### config.mk
export PLATFORM = sky130hd
export DESIGN_NAME = router_out_arbiter
export DESIGN_NICKNAME = d
export VERILOG_FILES = /design/src/rtl/router_pkg.sv /design/src/rtl/rr_arb3.sv /design/src/rtl/router_out_arbiter.sv
export SDC_FILE = /design/constraint.sdc
export NUM_CORES = 1
export LEC_CHECK = 0
export CAP_MARGIN = 20
export CORE_UTILIZATION = 45
export CTS_CLUSTER_SIZE = 12
export DETAILED_ROUTE_END_ITERATION = 7
export PLACE_DENSITY = 0.82
export SLEW_MARGIN = 20
export SYNTH_ARGS = -nofsm -noshare
export SYNTH_HDL_FRONTEND = slang
export SYNTH_SLANG_ARGS = --single-unit
### constraint.sdc
create_clock -name clk -period 3 [get_ports clk]
set_input_delay 0.9 -clock clk [delete_from_list [all_inputs] [get_ports clk]]
set_output_delay 0.9 -clock clk [all_outputs]
set_load 0.005 [all_outputs]
### src/rtl/router_pkg.sv
// Shared definitions for the router output path: header field positions,
// scheduler FSM states and the round-robin channel successor.
package router_pkg;

  localparam int NUM_CH       = 3;
  localparam int HDR_LEN_MSB  = 5;
  localparam int HDR_LEN_LSB  = 2;
  localparam int HDR_DEST_MSB = 1;
  localparam int HDR_DEST_LSB = 0;

  typedef enum logic [1:0] {
    IDLE,
    HDR,
    PAY,
    PAR
  } state_e;

  // Next channel in ring order; index 3 is never a real channel and folds to 0.
  function automatic logic [1:0] next_ch(input logic [1:0] c);
    return (c >= 2'd2) ? 2'd0 : c + 2'd1;
  endfunction

endpackage

### src/rtl/rr_arb3.sv
// Combinational three-way round-robin picker; the search starts at the
// channel after the last one granted.
module rr_arb3
  import router_pkg::*;
(
  input  logic [NUM_CH-1:0] req,
  input  logic [1:0]        last,
  output logic [1:0]        gnt_idx,
  output logic              any_req
);

  logic [1:0] cand0, cand1, cand2;

  assign cand0   = next_ch(last);
  assign cand1   = next_ch(cand0);
  assign cand2   = next_ch(cand1);
  assign any_req = |req;

  always_comb begin
    gnt_idx = 2'd0;
    if (req[cand0]) begin
      gnt_idx = cand0;
    end else if (req[cand1]) begin
      gnt_idx = cand1;
    end else if (req[cand2]) begin
      gnt_idx = cand2;
    end
  end

endmodule

### src/rtl/router_out_arbiter.sv
// Shares one output byte port between three channel FIFOs, forwarding whole
// header/payload/parity packets with parity checking and stall timeout.
module router_out_arbiter #(
  parameter int NUM_CH  = 3,
  parameter int TIMEOUT = 16
) (
  input  logic                clk,
  input  logic                rst_n,
  input  logic [NUM_CH-1:0]   ch_empty,
  input  logic [8*NUM_CH-1:0] ch_data,
  output logic [NUM_CH-1:0]   ch_rd_en,
  output logic [7:0]          out_data,
  output logic                out_valid,
  input  logic                out_ready,
  output logic [1:0]          out_ch,
  output logic                out_sop,
  output logic                out_eop,
  output logic                busy,
  output logic                parity_err,
  output logic                timeout_err
);
  import router_pkg::*;

  localparam int STALL_W = $clog2(TIMEOUT + 1);

  state_e               state_q, state_d;
  logic [1:0]           ch_q, ch_d;
  logic [1:0]           last_q, last_d;
  logic [3:0]           cnt_q, cnt_d;
  logic [7:0]           acc_q, acc_d;
  logic [STALL_W-1:0]   stall_q, stall_d;
  logic                 perr_q, perr_d;
  logic                 terr_q, terr_d;

  logic [7:0]           data_mux;
  logic                 gnt_empty;
  logic                 xfer;
  logic                 stall_expired;
  logic [1:0]           gnt_idx;
  logic                 any_req;

  rr_arb3 u_rr (
    .req     (~ch_empty),
    .last    (last_q),
    .gnt_idx (gnt_idx),
    .any_req (any_req)
  );

  always_comb begin
    data_mux  = ch_data[7:0];
    gnt_empty = ch_empty[0];
    for (int i = 1; i < NUM_CH; i++) begin
      if (ch_q == 2'(i)) begin
        data_mux  = ch_data[i*8 +: 8];
        gnt_empty = ch_empty[i];
      end
    end
  end

  assign busy      = (state_q != IDLE);
  assign out_valid = busy && !gnt_empty;
  assign xfer      = out_valid && out_ready;
  assign out_data  = data_mux;
  assign out_ch    = ch_q;
  assign out_sop   = (state_q == HDR);
  assign out_eop   = (state_q == PAR);
  assign parity_err  = perr_q;
  assign timeout_err = terr_q;

  // A stalled cycle only counts while downstream is willing to take data.
  assign stall_expired = busy && gnt_empty && out_ready &&
                         (stall_q == STALL_W'(TIMEOUT - 1));

  for (genvar gi = 0; gi < NUM_CH; gi++) begin : g_rd
    assign ch_rd_en[gi] = xfer && (ch_q == 2'(gi));
  end

  always_comb begin
    state_d = state_q;
    ch_d    = ch_q;
    last_d  = last_q;
    cnt_d   = cnt_q;
    acc_d   = acc_q;
    stall_d = stall_q;
    perr_d  = 1'b0;
    terr_d  = 1'b0;

    if (busy) begin
      if (!gnt_empty) begin
        stall_d = '0;
      end else if (out_ready) begin
        stall_d = stall_q + STALL_W'(1);
      end
    end

    case (state_q)
      IDLE: begin
        if (any_req) begin
          ch_d    = gnt_idx;
          last_d  = gnt_idx;
          stall_d = '0;
          state_d = HDR;
        end
      end
      HDR: begin
        if (xfer) begin
          acc_d = data_mux;
          cnt_d = data_mux[HDR_LEN_MSB:HDR_LEN_LSB];
          state_d = (data_mux[HDR_LEN_MSB:HDR_LEN_LSB] == 4'd0) ? PAR : PAY;
        end
      end
      PAY: begin
        if (xfer) begin
          acc_d = acc_q ^ data_mux;
          cnt_d = cnt_q - 4'd1;
          if (cnt_q == 4'd1) begin
            state_d = PAR;
          end
        end
      end
      PAR: begin
        if (xfer) begin
          perr_d  = ((acc_q ^ data_mux) != 8'h00);
          state_d = IDLE;
        end
      end
      default: state_d = IDLE;
    endcase

    // Abandon the packet; leftover FIFO bytes will be read as a fresh header.
    if (stall_expired) begin
      terr_d  = 1'b1;
      stall_d = '0;
      state_d = IDLE;
    end
  end

  always_ff @(posedge clk or negedge rst_n) begin
    if (!rst_n) begin
      state_q <= IDLE;
      ch_q    <= 2'd0;
      last_q  <= 2'd2;
      cnt_q   <= 4'd0;
      acc_q   <= 8'h00;
      stall_q <= '0;
      perr_q  <= 1'b0;
      terr_q  <= 1'b0;
    end else begin
      state_q <= state_d;
      ch_q    <= ch_d;
      last_q  <= last_d;
      cnt_q   <= cnt_d;
      acc_q   <= acc_d;
      stall_q <= stall_d;
      perr_q  <= perr_d;
      terr_q  <= terr_d;
    end
  end

endmodule

==> impl_metrics.csv, run 1 <==
group,metric,value,unit
sta,fin_crit,2.94,ns
sta,drv_slew,0,
yosys,ys_seq_area_share,32.3,%
yosys,ys_async_sr_fraction,100,%
clock_network,clockRootBuffer,"clkbuf_8",
critical_path,slowest_stage,"mux2_4",
floorplanning,rows,23,
detailed_routing,wl_per_cell,13.9,um
clock_network,clk_latency,0.27,ns
pwr,total_power,2.62,mW
hold_path,hp-class,"reg -> reg",
floorplanning,floorplan.die_area,4400,sq um
sta,whs,0.482,ns
floorplanning,ioPinCount,49,
flow_run,drv_cap,0,
floorplanning,fp.coreArea,4000,sq um
clock_network,cts_buffers,3,
layout,drive_gt1_share,16.7,%
placement,io_buffers,48,
yosys,syn-cell-area,1860,sq um
pwr,leakagePower,1.15,nW
clock_network,clk_pin_slew_worst_paths,0.08,ns
detailed_routing,vias,1778,
detailed_routing,avgViaCountPerCell,5.56,
yosys,synth_edf_count,0,
hold_path,min_from,"last_q[1]",
clock_network,cts.sinks,24,
grt,grt_remaining_overflow,0,
hold_path,hold_end,"last_q[1]",
critical_path,crit-reg2reg-launch,"state_q[0]",
placement,routabilityCongestion,0.810,
yosys,netlist_instances,203,
grt,grt_max_degree,29,
yosys,yosysTopAreaCellShare,30.9,%
placement,hpwl,3.31,mm
layout,final_net_count,310,
detailed_routing,drt_wl_total,4.44,mm
placement,dp_cells,313,
critical_path,reg2reg_to,"cnt_q[3]",
layout,area_delta_synth_final,37.6,%
pwr,p_per_area,1020,nW/um^2
sta,maxSlewHeadroom,62.6,%
detailed_routing,route.detailed.drc,0,
yosys,yosys-top-cells-area,"dfrtp_1 31%, mux2i_1 11%, a21oi_1 7.3%",
detailed_routing,drt_first_pass_iters,4,
run_status,status,"finished clean",
sta,skew,0.00844,ns
critical_path,cp-start-kind,"input pin",
floorplanning,die_x,66.3,um
clock_network,ctsHtreeMaxLevel,1,
sta,rsz0062_at_grt,"true",
sta,fin_tns_setup,0,ns
critical_path,critPathMaxFanout,2,
sta,hold_viol_final,0,
grt,grt_pass1_vias,1535,
yosys,ys_seq_elements,24,
detailed_routing,drt_iter0_markers,78,
critical_path,cpPeakStageDelay,0.28,ns
critical_path,crit_chain,"clkdlybuf4s15_1, mux2_4, mux2_4, or2_1, inv_1, clkbuf_2",
floorplanning,start_util,46.6,%
grt,grt_pass1_wl,6.80,mm
layout,diodes,0,
critical_path,critPathBufInv,3,
yosys,synth_nets,242,
critical_path,crit_family,"multiplexers",
layout,final_cells,320,
critical_path,cp_common_cell,"mux2_4",
critical_path,cp.required,2.10,ns
clock_network,tritoncts,"done",
hold_path,hold_path_depth,2,
grt,antenna_found_initial,0,
yosys,synth_cell_types,44,
yosys,yosysTopAreaCell,"dfrtp_1",
grt,grt_use_total,20.4,%
floorplanning,die_height,66.3,um
yosys,yosysWarnings,0,
critical_path,critPathKind,"in -> out",
sta,max_clock_freq,340,MHz
sta,tightest_slew,0.556,ns
sta,fin_crit_sh,98.0,%
critical_path,cp_data_arrival_time,2.04,ns
sta,setup_viol,0,
critical_path,crit_start,"ch_empty[2]",
clock_network,cts.path.max_buffers,2,
detailed_routing,antenna_left,0,
critical_path,r2r_slack,0.92,ns
critical_path,endpoint_kind,"output port",
critical_path,reg2reg_depth,8,
yosys,synth.avg_cell_area,9.18,sq um
pwr,peakVddDrop,0.524,mV
yosys,synth_flop_cell,"dfrtp_1",
==> synthesized netlist by cell type (4+ instances only) <==
| cell type | number |
|---|---|
| a21oi_1 | 27 |
| buf_2 | 4 |
| dfrtp_1 | 23 |
| ha_1 | 9 |
| inv_1 | 10 |
| mux2i_1 | 21 |
| mux2i_2 | 4 |
| nand2_1 | 11 |
| nand3_1 | 15 |
| nor2_1 | 11 |
| o21ai_0 | 12 |
| xor2_1 | 10 |
==> where the power goes <==
group	internal (mW)	total, mW	leakage (nW)	switching [mW]
Sequential	0.466	0.605	0.295	0.139
Clock	0.117	0.222	0.0288	0.105
Combinational	0.896	1.80	0.824	0.900
==> kinds of logic (layout without fill, tap and decap cells) <==
group                    count (synthesis)  in the layout  synth area share [%]
XOR/XNOR                                11             11                  5.17
buffers and inverters                   22             89                  6.78
AND/OR/NAND/NOR                         56             56                  15.9
adder cells (fa/ha/maj)                  9              9                  6.04
multiplexers                            28             28                  16.7
flip-flops                              24             24                  32.3
AO/OA/AOI/OAI                           53             53                  17.1
==> layout make-up <==
| type | count | area, sq um |
|---|---|---|
| Clock buffer | 4 | 55.1 |
| Fill cell | 326 | 1440 |
| Inverter | 10 | 37.5 |
| Multi-Input combinational cell | 157 | 1130 |
| Sequential cell | 24 | 602 |
| Tap cell | 50 | 62.6 |
| Timing Repair Buffer | 75 | 672 |
==> worst register-to-register path, cell delays in order (launching register included) <==
cell	delay [ns]
dfrtp_1	0.45
inv_1	0.12
ha_1	0.36
or3b_2	0.46
o221ai_2	0.09
buf_12	0.19
nand3_1	0.09
o21ai_0	0.09
a221oi_1	0.10
==> flip-flops by register name, summed over array words and instances (netlist names) <==
register	flops
acc_q	8
stall_q	5
cnt_q	4
out_ch	2
state_q	2
last_q	1
parity_err	1
timeout_err	1
==> how the worst max path moves through the flow <==
| stage | end | slack (ns) | cells past startpoint |
|---|---|---|---|
| 3_5_place_dp | out_valid | -0.59 | 6 |
| 2_1_floorplan | out_valid | 0.33 | 4 |
| 4_1_cts | out_valid | -0.13 | 6 |
| 5_1_grt | ch_rd_en[2] | -0.01 | 4 |
| 6_report | out_valid | 0.06 | 6 |
| 3_3_place_gp | out_valid | -0.59 | 6 |
==> metal layers <==
metal	vias to the layer above	share of wire, %	track usage [%]
met4	0	1.4	7.71
met3	8	6.2	3.79
li1	870	-	-
met1	845	43	24.1
met2	55	49	36.1
met5	-	0	0
==> stage by stage <==
| step | utilization [%] | instance area [sq um] | setup WS [ns] |
|---|---|---|---|
| global placement | 62.7 | 2510 | -0.589 |
| CTS | 64.0 | 2560 | -0.131 |
| floorplan | - | 1860 | 0.327 |
| finish | 64.1 | 2560 | 0.0602 |
| global route | 64.1 | 2560 | -0.0118 |
| detailed placement | 62.7 | 2510 | -0.588 |
==> cell usage in the layout (no fill, tap or decap), types with 2 or more instances in the layout <==
| master | netlist | routed |
|---|---|---|
| nor2_1 | 11 | 11 |
| nor4_1 | 3 | 3 |
| mux2i_1 | 21 | 21 |
| a21oi_1 | 27 | 27 |
| mux2i_2 | 4 | 4 |
| dlygate4sd2_1 | 0 | 11 |
| and3_1 | 2 | 2 |
| inv_1 | 10 | 10 |
| nor2b_1 | 2 | 2 |
| clkdlybuf4s15_1 | 0 | 2 |
| o21ai_0 | 12 | 12 |
| xor2_1 | 10 | 10 |
| dfrtp_1 | 23 | 23 |
| ha_1 | 9 | 9 |
| nand3_1 | 15 | 15 |
| o31ai_1 | 2 | 2 |
| nand2_1 | 11 | 11 |
| nor4b_1 | 2 | 2 |
| clkbuf_2 | 0 | 2 |
| a21o_1 | 2 | 2 |
| mux2_4 | 3 | 3 |
| clkdlybuf4s50_1 | 0 | 33 |
| buf_4 | 2 | 26 |
| nor3_1 | 2 | 2 |
| clkbuf_8 | 0 | 4 |
==> what timing repair did <==
action                     CTS  global route
setup endpoints to repair   12             3
pin swaps                    0             1
gates resized for setup     15             6
buffers inserted             2             1
hold buffers                 0             0
No activity file was read; power rests on OpenSTA's default activity.
==> run 2: changes to the inputs <==
CORE_UTILIZATION = 40   (was 45)
PLACE_DENSITY = 0.75   (was 0.82)
==> impl_metrics.csv, run 2 (synthesized netlist as in run 1, its figures left out) <==
group,metric,value,unit
hold_path,hp-class,"reg -> reg",
sta,fin_tns_setup,0,ns
layout,area_delta_synth_final,39.8,%
floorplanning,die_height,70.2,um
floorplanning,fp.coreArea,4410,sq um
clock_network,clk_latency,0.27,ns
sta,fin_crit,2.95,ns
sta,skew,0.00107,ns
placement,hpwl,3.45,mm
pwr,p_per_area,1010,nW/um^2
detailed_routing,antenna_left,0,
clock_network,clockRootBuffer,"clkbuf_8",
placement,dpl-instance-area,2510,sq um
grt,grt_max_degree,29,
pwr,peakVddDrop,0.356,mV
grt,grt_use_total,19.3,%
grt,grt_remaining_overflow,0,
placement,routabilityCongestion,0.831,
flow_run,drv_cap,0,
sta,fin_crit_sh,98.3,%
sta,maxSlewHeadroom,65.5,%
pwr,total_power,2.64,mW
layout,final_cell_mix,"33 x clkdlybuf4s50_1, 33 x buf_4, 27 x a21oi_1, 23 x dfrtp_1, 20 x mux2i_1",
layout,top_register,"acc_q",
floorplanning,floorplan.die_area,4930,sq um
detailed_routing,vias,1746,
critical_path,cp_data_arrival_time,2.05,ns
grt,grt_pass1_wl,7.72,mm
clock_network,cts.sinks,24,
sta,rsz0062_at_grt,"false",
pwr,leakagePower,1.17,nW
layout,nFillCells,396,
floorplanning,die_x,70.2,um
critical_path,critPathKind,"in -> out",
detailed_routing,route.detailed.drc,0,
critical_path,cp_common_cell,"mux2_4",
sta,hold_viol_final,0,
detailed_routing,avgViaCountPerCell,5.32,
critical_path,cp-start-kind,"input pin",
critical_path,slowest_stage,"mux2_4",
layout,drive_gt1_share,18.5,%
detailed_routing,drt_first_pass_iters,4,
grt,antenna_found_initial,0,
layout,final_net_count,316,
layout,finish.instance_area,2600,sq um
sta,tightest_slew,0.514,ns
critical_path,critPathMaxFanout,3,
layout,largest_register_ffs,8,
layout,reg.largest.list,"acc_q (8), stall_q (5), cnt_q (4)",
critical_path,critPathBufInv,3,
detailed_routing,drt_wl_total,4.52,mm
critical_path,crit_chain,"clkdlybuf4s15_1, mux2_4, mux2_4, or2_1, inv_1, buf_2",
critical_path,cpPeakStageDelay,0.29,ns
sta,drv_slew,0,
critical_path,cp.required,2.10,ns
critical_path,crit_family,"multiplexers",
run_status,status,"finished clean",
floorplanning,rows,24,
clock_network,tritoncts,"done",
detailed_routing,wl_per_cell,13.8,um
clock_network,cts.path.max_buffers,2,
sta,max_clock_freq,339,MHz
clock_network,cts_buffers,3,
placement,io_buffers,48,
clock_network,clk_pin_slew_worst_paths,0.08,ns
floorplanning,start_util,42.2,%
layout,diodes,0,
grt,grt_pass1_vias,1768,
floorplanning,ioPinCount,49,
clock_network,ctsHtreeMaxLevel,1,
placement,dp_cells,317,
layout,final_cells,328,
detailed_routing,drt_iter0_markers,69,
sta,setup_viol,0,
critical_path,endpoint_kind,"output port",
## run 2: cell types whose count changed in the layout (fill, tap and decap cells not counted), sizes merged
cell           previous run  this run
buf                      27        34
clkbuf                    6         4
clkdlybuf4s15             2         3
## run 2: timing repair
action | in CTS | in global routing
hold buffers | 0 | 0
buffers inserted | 6 | 1
cloned | 0 | 0
pin swaps | 1 | 1
resized for setup | 21 | 2
setup endpoints to repair | 12 | 1
## run 2: per-stage QoR
step / hold WS, ns / utilization, % / worst slack, ns
finish: 0.496 / 59.0 / 0.0510
global route: 0.527 / 59.0 / 0.0115
CTS: 0.499 / 58.8 / 0.00210
detailed placement: 0.487 / 57.0 / -0.582
global placement: 0.479 / 57.0 / -0.556
floorplan: 0.459 / - / 0.327
## run 2: power breakdown
group | internal (mW) | switching [mW]
registers | 0.466 | 0.124
clock network | 0.0951 | 0.105
logic | 0.931 | 0.918
## run 2: final timing paths
path / depth (start not counted) / slack (ns) / start / end
min in group asynchronous: 2 / 0.98 / rst_n / timeout_err
min reg2reg: 2 / 0.50 / last_q[1] / last_q[1]
max in group asynchronous: 2 / 1.73 / rst_n / last_q[1]
max: 6 / 0.05 / ch_empty[0] / out_valid
max reg2reg: 8 / 0.87 / out_ch[1] / state_q[0]
min: 2 / 0.50 / last_q[1] / last_q[1]
## run 2: layout make-up
cell class / instances / area, sq um / area share, %
multi-input combinational: 157 / 1140 / 44.0
timing repair buffer: 81 / 709 / 27.2
sequential: 24 / 602 / 23.1
tap: 52 / 65.1 / 2.50
clock buffer: 4 / 45.0 / 1.73
inverter: 10 / 37.5 / 1.44
## run 2: worst reg2reg max path, stage by stage (launching register included)
cell and delay (ns):
dfrtp_1 0.42, buf_4 0.34, mux2i_1 0.27, mux2i_2 0.10, buf_4 0.14, buf_4 0.15
nor4_2 0.28, a31oi_1 0.13, a211oi_2 0.23
## run 2: metal layers
layer	up-vias	wire (um)	global-route usage (%)
met5	-	0	0
met4	0	55	7.33
met3	4	210	3.46
met2	36	2200	34.2
met1	819	2050	23.1
li1	887	-	-
==> run 3: changes to the inputs <==
==> constraint.sdc (replaced) <==
create_clock -name clk -period 3 [get_ports clk]
set_input_delay 0.3 -clock clk [delete_from_list [all_inputs] [get_ports clk]]
set_output_delay 0.3 -clock clk [all_outputs]
set_load 0.005 [all_outputs]
==> impl_metrics.csv, run 3 (synthesized netlist as in run 1, its figures left out) <==
group,metric,value,unit
grt,grt_pass1_wl,6.87,mm
clock_network,clockRootBuffer,"clkbuf_8",
detailed_routing,drt_iter0_markers,107,
layout,nFillCells,412,
clock_network,postCtsSetupBuffers,0,
sta,skew,0.00185,ns
pwr,leakagePower,1.01,nW
pwr,p_switching,1.07,mW
layout,final_net_count,287,
grt,grt_max_degree,29,
placement,dp_worst_setup_slack,0.463,ns
pwr,p_sw_share,43.3,%
layout,top_register,"acc_q",
layout,diodes,0,
layout,mostFrequentLayoutCell,"clkdlybuf4s50_1",
detailed_routing,antenna_left,0,
layout,largest_register_ffs,8,
hold_path,hp-class,"in -> async",
sta,setup_viol,0,
sta,tightest_slew,0.795,ns
pwr,combPwrFrac,62.8,%
layout,area_delta_synth_final,30.0,%
critical_path,crit-reg2reg-launch,"state_q[0]",
floorplanning,die_height,70.2,um
sta,hold_viol_final,0,
floorplanning,rows,24,
floorplanning,start_util,42.2,%
detailed_routing,drt_first_pass_iters,4,
detailed_routing,drt_wl_total,4.14,mm
pwr,p_per_area,1020,nW/um^2
critical_path,reg2reg_depth,8,
sta,fin_tns_setup,0,ns
layout,reg.largest.list,"acc_q (8), stall_q (5), cnt_q (4)",
floorplanning,fp.coreArea,4410,sq um
clock_network,tritoncts,"done",
placement,io_buffers,48,
detailed_routing,vias,1616,
critical_path,critPathKind,"reg -> out",
placement,routabilityCongestion,0.808,
critical_path,cp_data_arrival_time,2.42,ns
grt,grt_pass1_vias,1496,
floorplanning,die_x,70.2,um
sta,drv_slew,0,
detailed_routing,route.detailed.drc,0,
critical_path,crit_start,"state_q[0]",
grt,grt_use_total,17.1,%
clock_network,clk_latency,0.26,ns
clock_network,hold_buffers,0,
pwr,pwr-share-clk,11.5,%
sta,fin_crit,2.72,ns
pwr,peakVddDrop,0.388,mV
layout,fin_util,54.8,%
floorplanning,floorplan.die_area,4930,sq um
sta,fin_crit_sh,90.8,%
pwr,internal-power,1.40,mW
sta,layout_setup_ws,0.277,ns
clock_network,cts.path.max_buffers,2,
clock_network,ctsHtreeMaxLevel,1,
layout,drive_gt1_share,8.10,%
grt,grt_remaining_overflow,0,
flow_run,drv_cap,0,
critical_path,endpoint_kind,"output port",
run_status,status,"finished clean",
clock_network,cts_buffers,3,
layout,final_cell_mix,"48 x clkdlybuf4s50_1, 27 x a21oi_1, 23 x dfrtp_1, 21 x mux2i_1, 15 x nand3_1",
clock_network,post_cts_resized,0,
critical_path,critPathMaxFanout,10,
detailed_routing,wl_per_cell,13.8,um
detailed_routing,avgViaCountPerCell,5.40,
clock_network,cts.sinks,24,
placement,hpwl,3.12,mm
critical_path,cp.required,2.70,ns
clock_network,clk_pin_slew_worst_paths,0.09,ns
sta,maxSlewHeadroom,47.0,%
sta,rsz0062_at_grt,"false",
floorplanning,ioPinCount,49,
grt,antenna_found_initial,0,
sta,max_clock_freq,367,MHz
critical_path,cp-start-kind,"register",
pwr,pwr-share-seq,25.6,%
-- run 3: layout make-up --
cell class	count	area (sq um)	area share [%]
multi-input combinational	157	1130	46.9
sequential	24	602	24.9
timing repair buffer	52	510	21.1
tap	52	65.1	2.69
clock buffer	3	41.3	1.71
inverter	10	37.5	1.55
clock inverter	1	30.0	1.24
-- run 3: power groups by stage --
stage | registers (mW) | clock network, mW | logic [mW]
6_report | 0.636 | 0.285 | 1.56
5_1_grt | 0.662 | 0.307 | 1.75
4_1_cts | 0.636 | 0.295 | 1.57
3_5_place_dp | 0.643 | 0 | 1.56
3_3_place_gp | 0.635 | 0 | 1.53
2_1_floorplan | 0.562 | 0 | 1.21
-- run 3: stage by stage --
stage                     cells  power, mW  hold WS (ns)  instance area (sq um)
after CTS                   299       2.50         0.391                   2420
after global placement      295       2.17         0.484                   2350
after floorplan             203       1.78       0.00441                   1860
after detailed placement    295       2.20         0.486                   2350
final                       299       2.48         0.381                   2420
after global routing        299       2.72         0.407                   2420
-- run 3: layer usage --
| layer | share of wire, % | track usage (%) |
|---|---|---|
| met1 | 46 | 22.9 |
| met2 | 48 | 28.3 |
| met3 | 4.8 | 2.74 |
| met4 | 0.92 | 5.33 |
| met5 | 0 | 0 |
-- run 3: path summary, 6_finish.rpt --
check                         endpoint  slack, ns
min in group clk             last_q[1]       0.50
max                        ch_rd_en[1]       0.28
max in group asynchronous    last_q[1]       2.33
min                         stall_q[4]       0.38
min reg2reg                  last_q[1]       0.50
max reg2reg                   cnt_q[3]       0.84
-- run 3: worst max-delay path: stages, from the launching register on --
cell,delay (ns)
dfrtp_1,0.42
inv_1,0.12
ha_1,0.33
inv_1,0.17
nand2_1,0.23
nor4b_1,0.33
clkdlybuf4s50_1,0.56
